--- config.mk ---
export PLATFORM = sky130hd
export DESIGN_NAME = scan_chain_ctrl
export DESIGN_NICKNAME = d
export VERILOG_FILES = /design/src/rtl/scan_pkg.sv /design/src/rtl/scan_lane.sv /design/src/rtl/scan_chain_ctrl.sv
export SDC_FILE = /design/constraint.sdc
export NUM_CORES = 1
export LEC_CHECK = 0
export BUFFER_PORTS_ARGS = -buffer_cell sky130_fd_sc_hd__buf_2
export CORE_UTILIZATION = 30
export DETAILED_ROUTE_END_ITERATION = 7
export HOLD_SLACK_MARGIN = 0.15
export PLACE_DENSITY = 0.48
export SYNTH_ARGS = -nofsm -noshare
export SYNTH_HDL_FRONTEND = slang
export SYNTH_SLANG_ARGS = --single-unit
--- constraint.sdc ---
create_clock -name clki -period 2.45 [get_ports clki]
set_clock_uncertainty 0.1 [all_clocks]
set_input_delay 0.49 -clock clki [delete_from_list [all_inputs] [get_ports clki]]
set_output_delay 0.49 -clock clki [all_outputs]
set_load 0.01 [all_outputs]
--- src/rtl/scan_pkg.sv ---
// Shared definitions for the scan-chain master: FSM encoding and a width helper.
package scan_pkg;

  // FSM state encoding, kept as plain 2-bit constants for legacy tool flows.
  localparam logic [1:0] StIdle  = 2'd0;
  localparam logic [1:0] StShift = 2'd1;
  localparam logic [1:0] StLoad  = 2'd2;
  localparam logic [1:0] StDone  = 2'd3;

  // Ceiling log2. It never returns 0, so the result is always usable as a vector width.
  function automatic int unsigned clog2_f(input int unsigned value);
    int unsigned res;
    res = 0;
    for (longint unsigned v = 1; v < longint'(value); v = v << 1) begin
      res++;
    end
    return (res == 0) ? 1 : res;
  endfunction

endpackage

--- src/rtl/scan_lane.sv ---
// One scan channel: a parallel-load shift register that drives scan-in, plus a capture register
// that collects the chip's scan-out.
module scan_lane
  import scan_pkg::*;
#(
  parameter int unsigned DATA_LEN  = 12,
  parameter bit          MSB_FIRST = 1'b0
) (
  input  logic                clki,
  input  logic                rst,
  input  logic                load,
  input  logic                shift_next,
  input  logic                capture,
  input  logic [DATA_LEN-1:0] load_data,
  input  logic                sin,
  output logic                sout,
  output logic [DATA_LEN-1:0] cap_data
);

  logic [DATA_LEN-1:0] sreg_q, sreg_d;
  logic [DATA_LEN-1:0] cap_q, cap_d;

  // Next-state for the shift and capture registers.
  always_comb begin
    sreg_d = sreg_q;
    cap_d  = cap_q;
    if (load) begin
      sreg_d = load_data;
    end else if (shift_next) begin
      sreg_d = MSB_FIRST ? (sreg_q << 1) : (sreg_q >> 1);
    end
    // The first captured bit migrates up to the MSB after DATA_LEN captures.
    if (capture) begin
      cap_d = (cap_q << 1) | DATA_LEN'(sin);
    end
  end

  // Register state with synchronous reset.
  always_ff @(posedge clki) begin
    if (rst) begin
      sreg_q <= '0;
      cap_q  <= '0;
    end else begin
      sreg_q <= sreg_d;
      cap_q  <= cap_d;
    end
  end

  // The outgoing bit comes straight from a flop, so it holds its value while idle.
  assign sout     = MSB_FIRST ? sreg_q[DATA_LEN-1] : sreg_q[0];
  assign cap_data = cap_q;

endmodule

--- src/rtl/scan_chain_ctrl.sv ---
// Scan-chain master: serialises NUM_CH words onto parallel scan-in lines under one divided scan
// clock, captures the scan-out lines, strobes load and reports done.
module scan_chain_ctrl
  import scan_pkg::*;
#(
  parameter int unsigned DATA_LEN  = 12,
  parameter int unsigned NUM_CH    = 1,
  parameter int unsigned HALF_DIV  = 1000000,
  parameter bit          MSB_FIRST = 1'b0
) (
  input  logic                       clki,
  input  logic                       rst,
  input  logic                       start,
  input  logic [NUM_CH*DATA_LEN-1:0] data_in,
  input  logic [NUM_CH-1:0]          sc_sin,
  output logic                       sc_clk,
  output logic [NUM_CH-1:0]          sc_sout,
  output logic                       sc_load,
  output logic [NUM_CH*DATA_LEN-1:0] data_out,
  output logic                       busy,
  output logic                       done
);

  localparam int unsigned TickW = clog2_f(HALF_DIV + 1);
  localparam int unsigned BitW  = clog2_f(DATA_LEN + 1);
  localparam logic [TickW-1:0] TickMax = TickW'(HALF_DIV - 1);
  localparam logic [BitW-1:0]  BitMax  = BitW'(DATA_LEN);

  logic [1:0]                 state_q, state_d;
  logic [TickW-1:0]           tick_cnt_q, tick_cnt_d;
  logic [BitW-1:0]            bit_cnt_q, bit_cnt_d;
  logic                       sc_clk_q, sc_clk_d;
  logic                       sc_load_q, sc_load_d;
  logic                       load_half_q, load_half_d;
  logic [NUM_CH*DATA_LEN-1:0] data_out_q, data_out_d;
  logic [NUM_CH*DATA_LEN-1:0] cap_all;

  logic tick;
  logic lane_load, lane_shift, lane_capture;

  assign tick = (tick_cnt_q == TickMax);

  // Lane controls: load on accepted start, capture on every falling sc_clk, advance on every
  // falling sc_clk except the last so the final bit stays on the line.
  always_comb begin
    lane_load    = (state_q == StIdle) && start;
    lane_capture = (state_q == StShift) && sc_clk_q && tick;
    lane_shift   = lane_capture && (bit_cnt_q != BitMax);
  end

  // FSM, tick divider, bit counter and scan-clock / load-strobe next-state.
  always_comb begin
    state_d     = state_q;
    tick_cnt_d  = tick_cnt_q;
    bit_cnt_d   = bit_cnt_q;
    sc_clk_d    = sc_clk_q;
    sc_load_d   = sc_load_q;
    load_half_d = load_half_q;
    data_out_d  = data_out_q;
    unique case (state_q)
      StIdle: begin
        sc_clk_d  = 1'b0;
        sc_load_d = 1'b0;
        if (start) begin
          state_d    = StShift;
          tick_cnt_d = '0;
          bit_cnt_d  = '0;
        end
      end
      StShift: begin
        if (tick) begin
          tick_cnt_d = '0;
          if (!sc_clk_q) begin
            sc_clk_d = 1'b1;
            if (bit_cnt_q != BitMax) begin
              bit_cnt_d = bit_cnt_q + BitW'(1);
            end
          end else begin
            sc_clk_d = 1'b0;
            if (bit_cnt_q == BitMax) begin
              state_d     = StLoad;
              load_half_d = 1'b0;
            end
          end
        end else begin
          tick_cnt_d = tick_cnt_q + TickW'(1);
        end
      end
      StLoad: begin
        // One setup cycle after sc_clk falls, then sc_load is held for two tick periods.
        if (!sc_load_q) begin
          sc_load_d  = 1'b1;
          tick_cnt_d = '0;
        end else if (tick) begin
          tick_cnt_d = '0;
          if (load_half_q) begin
            state_d   = StDone;
            sc_load_d = 1'b0;
          end else begin
            load_half_d = 1'b1;
          end
        end else begin
          tick_cnt_d = tick_cnt_q + TickW'(1);
        end
      end
      StDone: begin
        state_d    = StIdle;
        data_out_d = cap_all;
      end
    endcase
  end

  // State registers with synchronous reset that overrides everything.
  always_ff @(posedge clki) begin
    if (rst) begin
      state_q     <= StIdle;
      tick_cnt_q  <= '0;
      bit_cnt_q   <= '0;
      sc_clk_q    <= 1'b0;
      sc_load_q   <= 1'b0;
      load_half_q <= 1'b0;
      data_out_q  <= '0;
    end else begin
      state_q     <= state_d;
      tick_cnt_q  <= tick_cnt_d;
      bit_cnt_q   <= bit_cnt_d;
      sc_clk_q    <= sc_clk_d;
      sc_load_q   <= sc_load_d;
      load_half_q <= load_half_d;
      data_out_q  <= data_out_d;
    end
  end

  for (genvar c = 0; c < NUM_CH; c++) begin : g_lane
    scan_lane #(
      .DATA_LEN (DATA_LEN),
      .MSB_FIRST(MSB_FIRST)
    ) u_lane (
      .clki      (clki),
      .rst       (rst),
      .load      (lane_load),
      .shift_next(lane_shift),
      .capture   (lane_capture),
      .load_data (data_in[c*DATA_LEN +: DATA_LEN]),
      .sin       (sc_sin[c]),
      .sout      (sc_sout[c]),
      .cap_data  (cap_all[c*DATA_LEN +: DATA_LEN])
    );
  end

  assign sc_clk   = sc_clk_q;
  assign sc_load  = sc_load_q;
  assign data_out = data_out_q;
  assign busy     = (state_q != StIdle);
  assign done     = (state_q == StDone);

endmodule

# Word-level counts from Yosys, hierarchy flattened
# Cells that the tools add are included.
# Widths: inputs -> output; s select.
[classes]
add_sub_neg = 2
eq_ne = 15
n_mux = 32
bitwise = 1
n_reduce_logical = 16
[op_table]
columns = ["operator", "n"]
rows = [
  ["$mux 20", 3],
  ["$pmux 20 s3", 1],
  ["$mux 12", 2],
  ["$add 20x1->20 const B", 1],
  ["$eq 20x20->1 const B", 1],
  ["$mux 4", 4],
  ["$mux 2", 7],
  ["$ne 2x2->1 const B", 7],
  ["$or 12x1->12", 1],
  ["$mux 1", 10],
  ["$reduce_bool 2->1", 5],
  ["$pmux 2 s4", 1],
  ["$pmux 4 s2", 1],
  ["$reduce_and 7->1", 1],
  ["$pmux 1 s2", 3],
  ["$reduce_and 6->1", 1],
  ["$reduce_and 5->1", 1],
  ["$add 4x1->4 const B", 1],
  ["$eq 2x2->1 const B", 2],
  ["$eq 4x4->1 const B", 1],
  ["$logic_and 1x1->1", 4],
  ["$ne 2x1->1 const B", 2],
  ["$ne 4x4->1 const B", 1],
  ["$reduce_and 2->1", 2],
  ["other kinds (3)", 3],
]
[totals]
reg_bits = 65
inputBits = 16
output_inout_bits = 17
elab_cells = 75

# Longest topological paths before layout
# Gate-level depths: netlist (run 1).
[logic_depth]
ltp_word = 6
depth_mapped = 8

# Hierarchy
# From an unflattened synthesis (run 1), not the netlist that was laid out.
[hier_totals]
hier_cells = 333
area_unflattened_um2 = 3111.7
[modules_own_cells]
columns = ["module", "instances", "cells_per_inst", "area_each_um2"]
rows = [
  ["scan_chain_ctrl", 1, 242, 2149.6],
  ["scan_lane", 1, 91, 962.2],
]

# Worst setup path after synthesis (run 1)
# OpenSTA, ideal clock, no wires.
[synth_path]
path_type = "register to register"
from = "reg state_q[0]"
to = "reg tick_cnt_q[12]"
setup_time_ns = 0.091
arrival_time_ns = 2.006
required_time_ns = 2.259
path_slack_ns = 0.253
path_stages_with_launch = 9
path_buffers = 1
synth_period_minus_slack_ns = 2.197
cell_sequence = "dfxtp_1 > inv_1 > ha_1 > nor2b_1 > or2_2 > buf_2 > nor4_1 > nor2_1 > a311oi_1"
[synth_via]
elab_chain_cells = 3
word_cells_on_any_way = 7
[synth_rtl]
columns = ["element", "line_no", "rtl"]
rows = [
  ["start: declaration", "scan_chain_ctrl.sv:29", "logic [1:0] state_q, state_d;"],
  ["start signal: assignment", "scan_chain_ctrl.sv:116", "state_q <= StIdle;"],
  ["start signal: assignment", "scan_chain_ctrl.sv:124", "state_q <= state_d;"],
  ["$eq 2x1->1, or another cell as far along", "scan_chain_ctrl.sv:60", "unique case (state_q)"],
  ["$reduce_bool 3->1 (no source line) or $ne 2x2->1 (tied branches)", "-", ""],
  ["$reduce_and 2->1 (no source line)", "-", ""],
  ["end signal: assignment", "scan_chain_ctrl.sv:125", "tick_cnt_q <= tick_cnt_d;"],
  ["end: declaration", "scan_chain_ctrl.sv:30", "logic [TickW-1:0] tick_cnt_q, tick_cnt_d;"],
]
# Several ways; a longest one is shown, not always the timed one.
# A chain may end at the register's enable or synchronous reset.

# Worst setup path in the final report (run 1)
[layout_path]
from = "reg tick_cnt_q[0]"
to = "reg g_lane[0].u_lane.sreg_q[7]"
[layout_via]
elab_chain_cells = 4
[layout_rtl]
columns = ["element", "line_no", "rtl"]
rows = [
  ["$eq 20x20->1", "scan_chain_ctrl.sv:41", "assign tick = (tick_cnt_q == TickMax);"],
  ["$logic_and 1x1->1", "scan_chain_ctrl.sv:47", "lane_capture = (state_q == StShift) && sc_clk_q && tick;"],
  ["$logic_and 1x1->1", "scan_chain_ctrl.sv:48", "lane_shift = lane_capture && (bit_cnt_q != BitMax);"],
  ["$reduce_bool 2->1 (no source line)", "-", ""],
  ["end signal: assignment", "scan_lane.sv:44", "sreg_q <= sreg_d;"],
  ["end: declaration", "scan_lane.sv:20", "logic [DATA_LEN-1:0] sreg_q, sreg_d;"],
]
# Every way passes these cells.

==> results of run 1 <==
-- synthesized netlist by cell type (3+ instances only) --
cell type,instances,area (um2)
inv_1,11,41.29
dfxtp_1,65,1301
o211ai_1,3,22.52
buf_1,4,15.01
nor2_1,51,191.4
and4_1,4,35.03
nor2b_1,3,18.77
nand3b_1,4,30.03
a311oi_1,7,61.31
o21ai_0,14,70.07
a21o_1,6,45.04
and3_1,4,25.02
mux2i_1,26,260.3
nand2_1,32,120.1
buf_2,6,30.03
clkbuf_1,11,41.29
a211oi_1,7,52.55
nand4_1,16,100.1
a31oi_1,5,31.28
a311oi_2,9,135.1
ha_1,8,100.1
or4_1,6,45.04
nand3_1,28,140.1
a21oi_1,16,80.08
nor3_1,4,20.02
-- cell type report --
type / count / area (um2)
Multi-Input combinational cell: 286 / 1922
Fill cell: 1150 / 6848
Clock inverter: 7 / 77.57
Clock buffer: 9 / 225.2
Inverter: 11 / 41.29
Timing Repair Buffer: 55 / 345.3
Tap cell: 140 / 175.2
Sequential cell: 65 / 1301
-- per-stage QoR --
| step | util (%) | power (mW) | instances |
|---|---|---|---|
| 5_1_grt | 37.38 | 3.514 | 573 |
| 3_3_place_gp | 34.61 | 2.045 | 557 |
| 6_report | 37.38 | 3.341 | 573 |
| 3_5_place_dp | 34.61 | 2.053 | 557 |
| 4_1_cts | 37.38 | 3.375 | 573 |
| 2_1_floorplan | - | 1.785 | 388 |
-- flip-flops by register name (all words and copies together) (netlist names) --
register,count
tick_cnt_q,20
data_out,12
g_lane.u_lane.cap_data,12
g_lane.u_lane.sreg_q,12
bit_cnt_q,4
state_q,2
load_half_q,1
sc_clk,1
sc_load,1
-- path summary, 6_finish.rpt --
kind,end,slack [ps]
worst min-delay path,g_lane[0].u_lane.cap_data[0],290
worst max register to register,g_lane[0].u_lane.sreg_q[7],150
worst max-delay path,g_lane[0].u_lane.sreg_q[7],150
worst min register to register,bit_cnt_q[3],380
-- critical path, cell delays in order (launching register included) --
cell,delay [ps]
dfxtp_1,390
ha_1,270
and4_1,290
nand4_2,200
o41ai_4,450
buf_12,210
nor2_1,60
a311oi_2,230
-- logic make-up (layout without fill, tap and decap cells) --
family                   count (synthesis)  in the layout  synth area share [%]
AND/OR/NAND/NOR                        173            173                 27.61
AO/OA/AOI/OAI                           79             79                 18.21
flip-flops                              65             65                 38.18
buffers and inverters                   37             82                 5.433
multiplexers                            26             26                 7.636
adder cells (fa/ha/maj)                  8              8                 2.937
-- metal layers --
metal  GRT usage [%]  share of wire (%)  up-vias
li1                -                  -     1522
met1           19.38                 47     1466
met2           24.05                 46       71
met3           3.677                4.6       15
met4           7.046                2.1        0
met5               0                  0        -
-- report_power, final --
| group | total (mW) | internal, mW | switching [mW] |
|---|---|---|---|
| sequential | 1.17 | 1.12 | 0.0438 |
| combinational | 0.868 | 0.333 | 0.535 |
| clock | 1.31 | 0.797 | 0.508 |
==> flow_summary.json, run 1 <==
{
  "reg2reg_from": "tick_cnt_q[0]",
  "clk_latency_ps": 330,
  "antennaDiodeCount": 0,
  "syn-num-nets": 412,
  "final_hold_viol_count": 0,
  "clk_pin_slew_ps": 60,
  "cts_hold_buf": 0,
  "post_cts_buffers": 0,
  "critPathKind": "flop to flop",
  "cts_sinks": 65,
  "tightest_slew_ps": 674.5,
  "numPortBuffers": 32,
  "cts_resized": 0,
  "async_flop_share_pct": 0,
  "leakage_nw": 1.621,
  "drt-pass1-iter-count": 4,
  "dpl_worst_slack_ps": 152.4,
  "die_height_um": 108.6,
  "cp_data_arrival_time_ps": 2450,
  "synth_edf_count": 0,
  "required_ps": 2600,
  "timing.slew.headroom_pct": 54.98,
  "rsz0062_at_grt": "false",
  "p_per_area_nw_per_um2": 817.4,
  "finalMaxSlewViolations": 0,
  "cp-start-kind": "flop",
  "wl_um": 8438,
  "yosys_most_used_dff": "dfxtp_1",
  "h-tree-depth": 3,
  "layout-drive-gt1-share_pct": 21.48,
  "place_area_um2": 3785,
  "wire_per_inst_um": 14.73,
  "ir_drop_v": 0.0003288,
  "cts_root_buffer": "clkbuf_16",
  "dieArea_um2": 11790,
  "drt_iter0_drc": 147,
  "r2r_cells": 7,
  "gp_congestion": 0.7734,
  "drcViolationCount": 0,
  "max_freq_mhz": 435.1,
  "vias_per_cell": 5.365,
  "final_common_cell": "dfxtp_1",
  "layout_common_cells": "dfxtp_1, nor2_1, nand2_1, buf_2, nand3_1",
  "track_usage_pct": 15.20,
  "cts.path.max_buffers": 2,
  "rows": 38,
  "layout.nets": 452,
  "grt_pass1_wl_um": 13910,
  "fin_setup_tns_ps": 0,
  "grt_max_degree": 42,
  "ys_seq_elements": 65,
  "finalCritPeriodShare_pct": 93.81,
  "stdcell_area_um2": 4088,
  "synth_cells": 388,
  "grt_pass1_vias": 2914,
  "cts_buffers": 9,
  "crit_path_start": "tick_cnt_q[0]",
  "min_period_ps": 2298,
  "core_um2": 10940,
  "avgSynthCellArea_um2": 8.784,
  "pin_count": 33,
  "holdWs_ps": 291.7,
  "hp-start": "sc_sin",
  "layout_setup_ws_ps": 151.7,
  "whs_path_depth": 3,
  "hold_class": "input pin to flop",
  "critPathMaxFanout": 22,
  "start_util_pct": 31.17,
  "dieWidth_um": 108.6,
  "hpwl_um": 5955,
  "synth_seq_area_share_pct": 38.18,
  "maxCapViolCount": 0,
  "syn_to_final_growth_pct": 19.93,
  "status": "completed",
  "synth_warnings": 0,
  "grt_overflow": 0,
  "netlist_area_um2": 3408,
  "finalSetupViolCount": 0,
  "cts_tree": "done",
  "synth_cell_types": 53,
  "vias": 3074,
  "antenna_found_initial": 0,
  "ant_nets": 0,
  "end_kind": "flop"
}
(Power assumes the default switching activity.)
==> inputs of run 2 (changes only) <==
==> constraint.sdc (replaced) <==
create_clock -name clki -period 2.45 [get_ports clki]
set_clock_uncertainty 0.1 [all_clocks]
set_input_delay 0.1225 -clock clki [delete_from_list [all_inputs] [get_ports clki]]
set_output_delay 0.1225 -clock clki [all_outputs]
set_load 0.01 [all_outputs]
==> flow_summary.json, run 2 (synthesized netlist as in run 1, its figures left out) <==
{
  "hold_class": "input pin to flop",
  "status": "completed",
  "holdWs_ps": 198.4,
  "end_kind": "flop",
  "grt_overflow": 0,
  "cts_root_buffer": "clkbuf_16",
  "critPathMaxFanout": 22,
  "vias_per_cell": 5.159,
  "final_common_cell": "dfxtp_1",
  "dieWidth_um": 108.6,
  "cts_tree": "done",
  "p_per_area_nw_per_um2": 789.7,
  "tightest_slew_ps": 698.9,
  "syn_to_final_growth_pct": 24.01,
  "grt_pass1_wl_um": 14060,
  "start_util_pct": 31.17,
  "drt_iter0_drc": 148,
  "ant_nets": 0,
  "pin_count": 33,
  "largest_reg_flops": 20,
  "clk_latency_ps": 330,
  "post_cts_buffers": 0,
  "max_freq_mhz": 448.2,
  "numPortBuffers": 32,
  "regMostFlops": "tick_cnt_q",
  "antennaDiodeCount": 0,
  "critPathKind": "flop to flop",
  "dieArea_um2": 11790,
  "maxCapViolCount": 0,
  "gp_congestion": 0.7885,
  "drcViolationCount": 0,
  "finalCritPeriodShare_pct": 91.08,
  "wire_per_inst_um": 14.15,
  "final_hold_viol_count": 0,
  "cts_sinks": 65,
  "cts.path.max_buffers": 2,
  "ir_drop_v": 0.0003810,
  "leakage_nw": 1.665,
  "vias": 3018,
  "dpl_worst_slack_ps": 45.30,
  "cts_buffers": 9,
  "timing.slew.headroom_pct": 53.36,
  "required_ps": 2590,
  "h-tree-depth": 3,
  "layout-drive-gt1-share_pct": 20.67,
  "grt_pass1_vias": 2861,
  "core_um2": 10940,
  "fin_setup_tns_ps": 0,
  "layout.nets": 464,
  "clk_pin_slew_ps": 50,
  "min_period_ps": 2231,
  "grt_max_degree": 41,
  "drt-pass1-iter-count": 5,
  "wl_um": 8278,
  "rsz0062_at_grt": "false",
  "hpwl_um": 5739,
  "antenna_found_initial": 0,
  "track_usage_pct": 15.47,
  "finalSetupViolCount": 0,
  "die_height_um": 108.6,
  "layout_setup_ws_ps": 218.6,
  "cp-start-kind": "flop",
  "finalMaxSlewViolations": 0,
  "rows": 38,
  "cp_data_arrival_time_ps": 2380,
  "post-route-util_pct": 38.65,
  "layout_common_cells": "dfxtp_1, nor2_1, nand2_1, buf_2, nand3_1"
}
## run 2: metal layers
| layer | routed length [um] | track usage, % | vias up |
|---|---|---|---|
| met3 | 309 | 4.521 | 7 |
| met5 | 0 | 0 | - |
| li1 | - | - | 1545 |
| met4 | 106 | 4.633 | 0 |
| met2 | 3688 | 24.01 | 54 |
| met1 | 4174 | 20.61 | 1412 |
## run 2: stage by stage
stage                     std cells  instance area, um2  power [mW]
after floorplan                 388                3408       1.785
after global placement          555                3770       2.032
after detailed placement        555                3770       2.041
after CTS                       585                4218       3.385
after global routing            585                4227       3.535
final                           585                4227       3.338
## run 2: cell type report
class | instances | area, um2
repair buffers | 67 | 470.5
clock inverters | 4 | 51.30
flip-flops and latches | 65 | 1301
inverters | 11 | 41.29
well taps | 140 | 175.2
multi-input cells | 286 | 1931
fillers | 1140 | 6709
clock buffers | 12 | 256.5
## run 2: path summary, 6_finish.rpt
path | from | end | slack [ps] | cells past startpoint
max | tick_cnt_q[0] | g_lane[0].u_lane.sreg_q[6] | 220 | 7
min | start | g_lane[0].u_lane.sreg_q[0] | 200 | 4
max reg2reg | tick_cnt_q[0] | g_lane[0].u_lane.sreg_q[6] | 220 | 7
min reg2reg | bit_cnt_q[3] | bit_cnt_q[3] | 380 | 1
## run 2: timing repair
action	in CTS	in global routing
hold buffers	14	0
hold endpoints to repair	18	0
resized for setup	0	3
setup endpoints to repair	0	6
## run 2: worst max-delay path, cell delays in order, from the launching register on
cell	delay [ps]
dfxtp_1	390
ha_2	240
and4_1	280
nand4_2	200
o41ai_4	430
buf_12	210
nor2_1	60
a311oi_2	220
## run 2: where the power goes
part           switching (mW)  total, mW  leakage, nW  internal (mW)
combinational           0.522      0.862        0.990          0.340
sequential             0.0425       1.17        0.526           1.12
clock                   0.466       1.31        0.149          0.843
total                    1.03       3.34         1.67           2.31
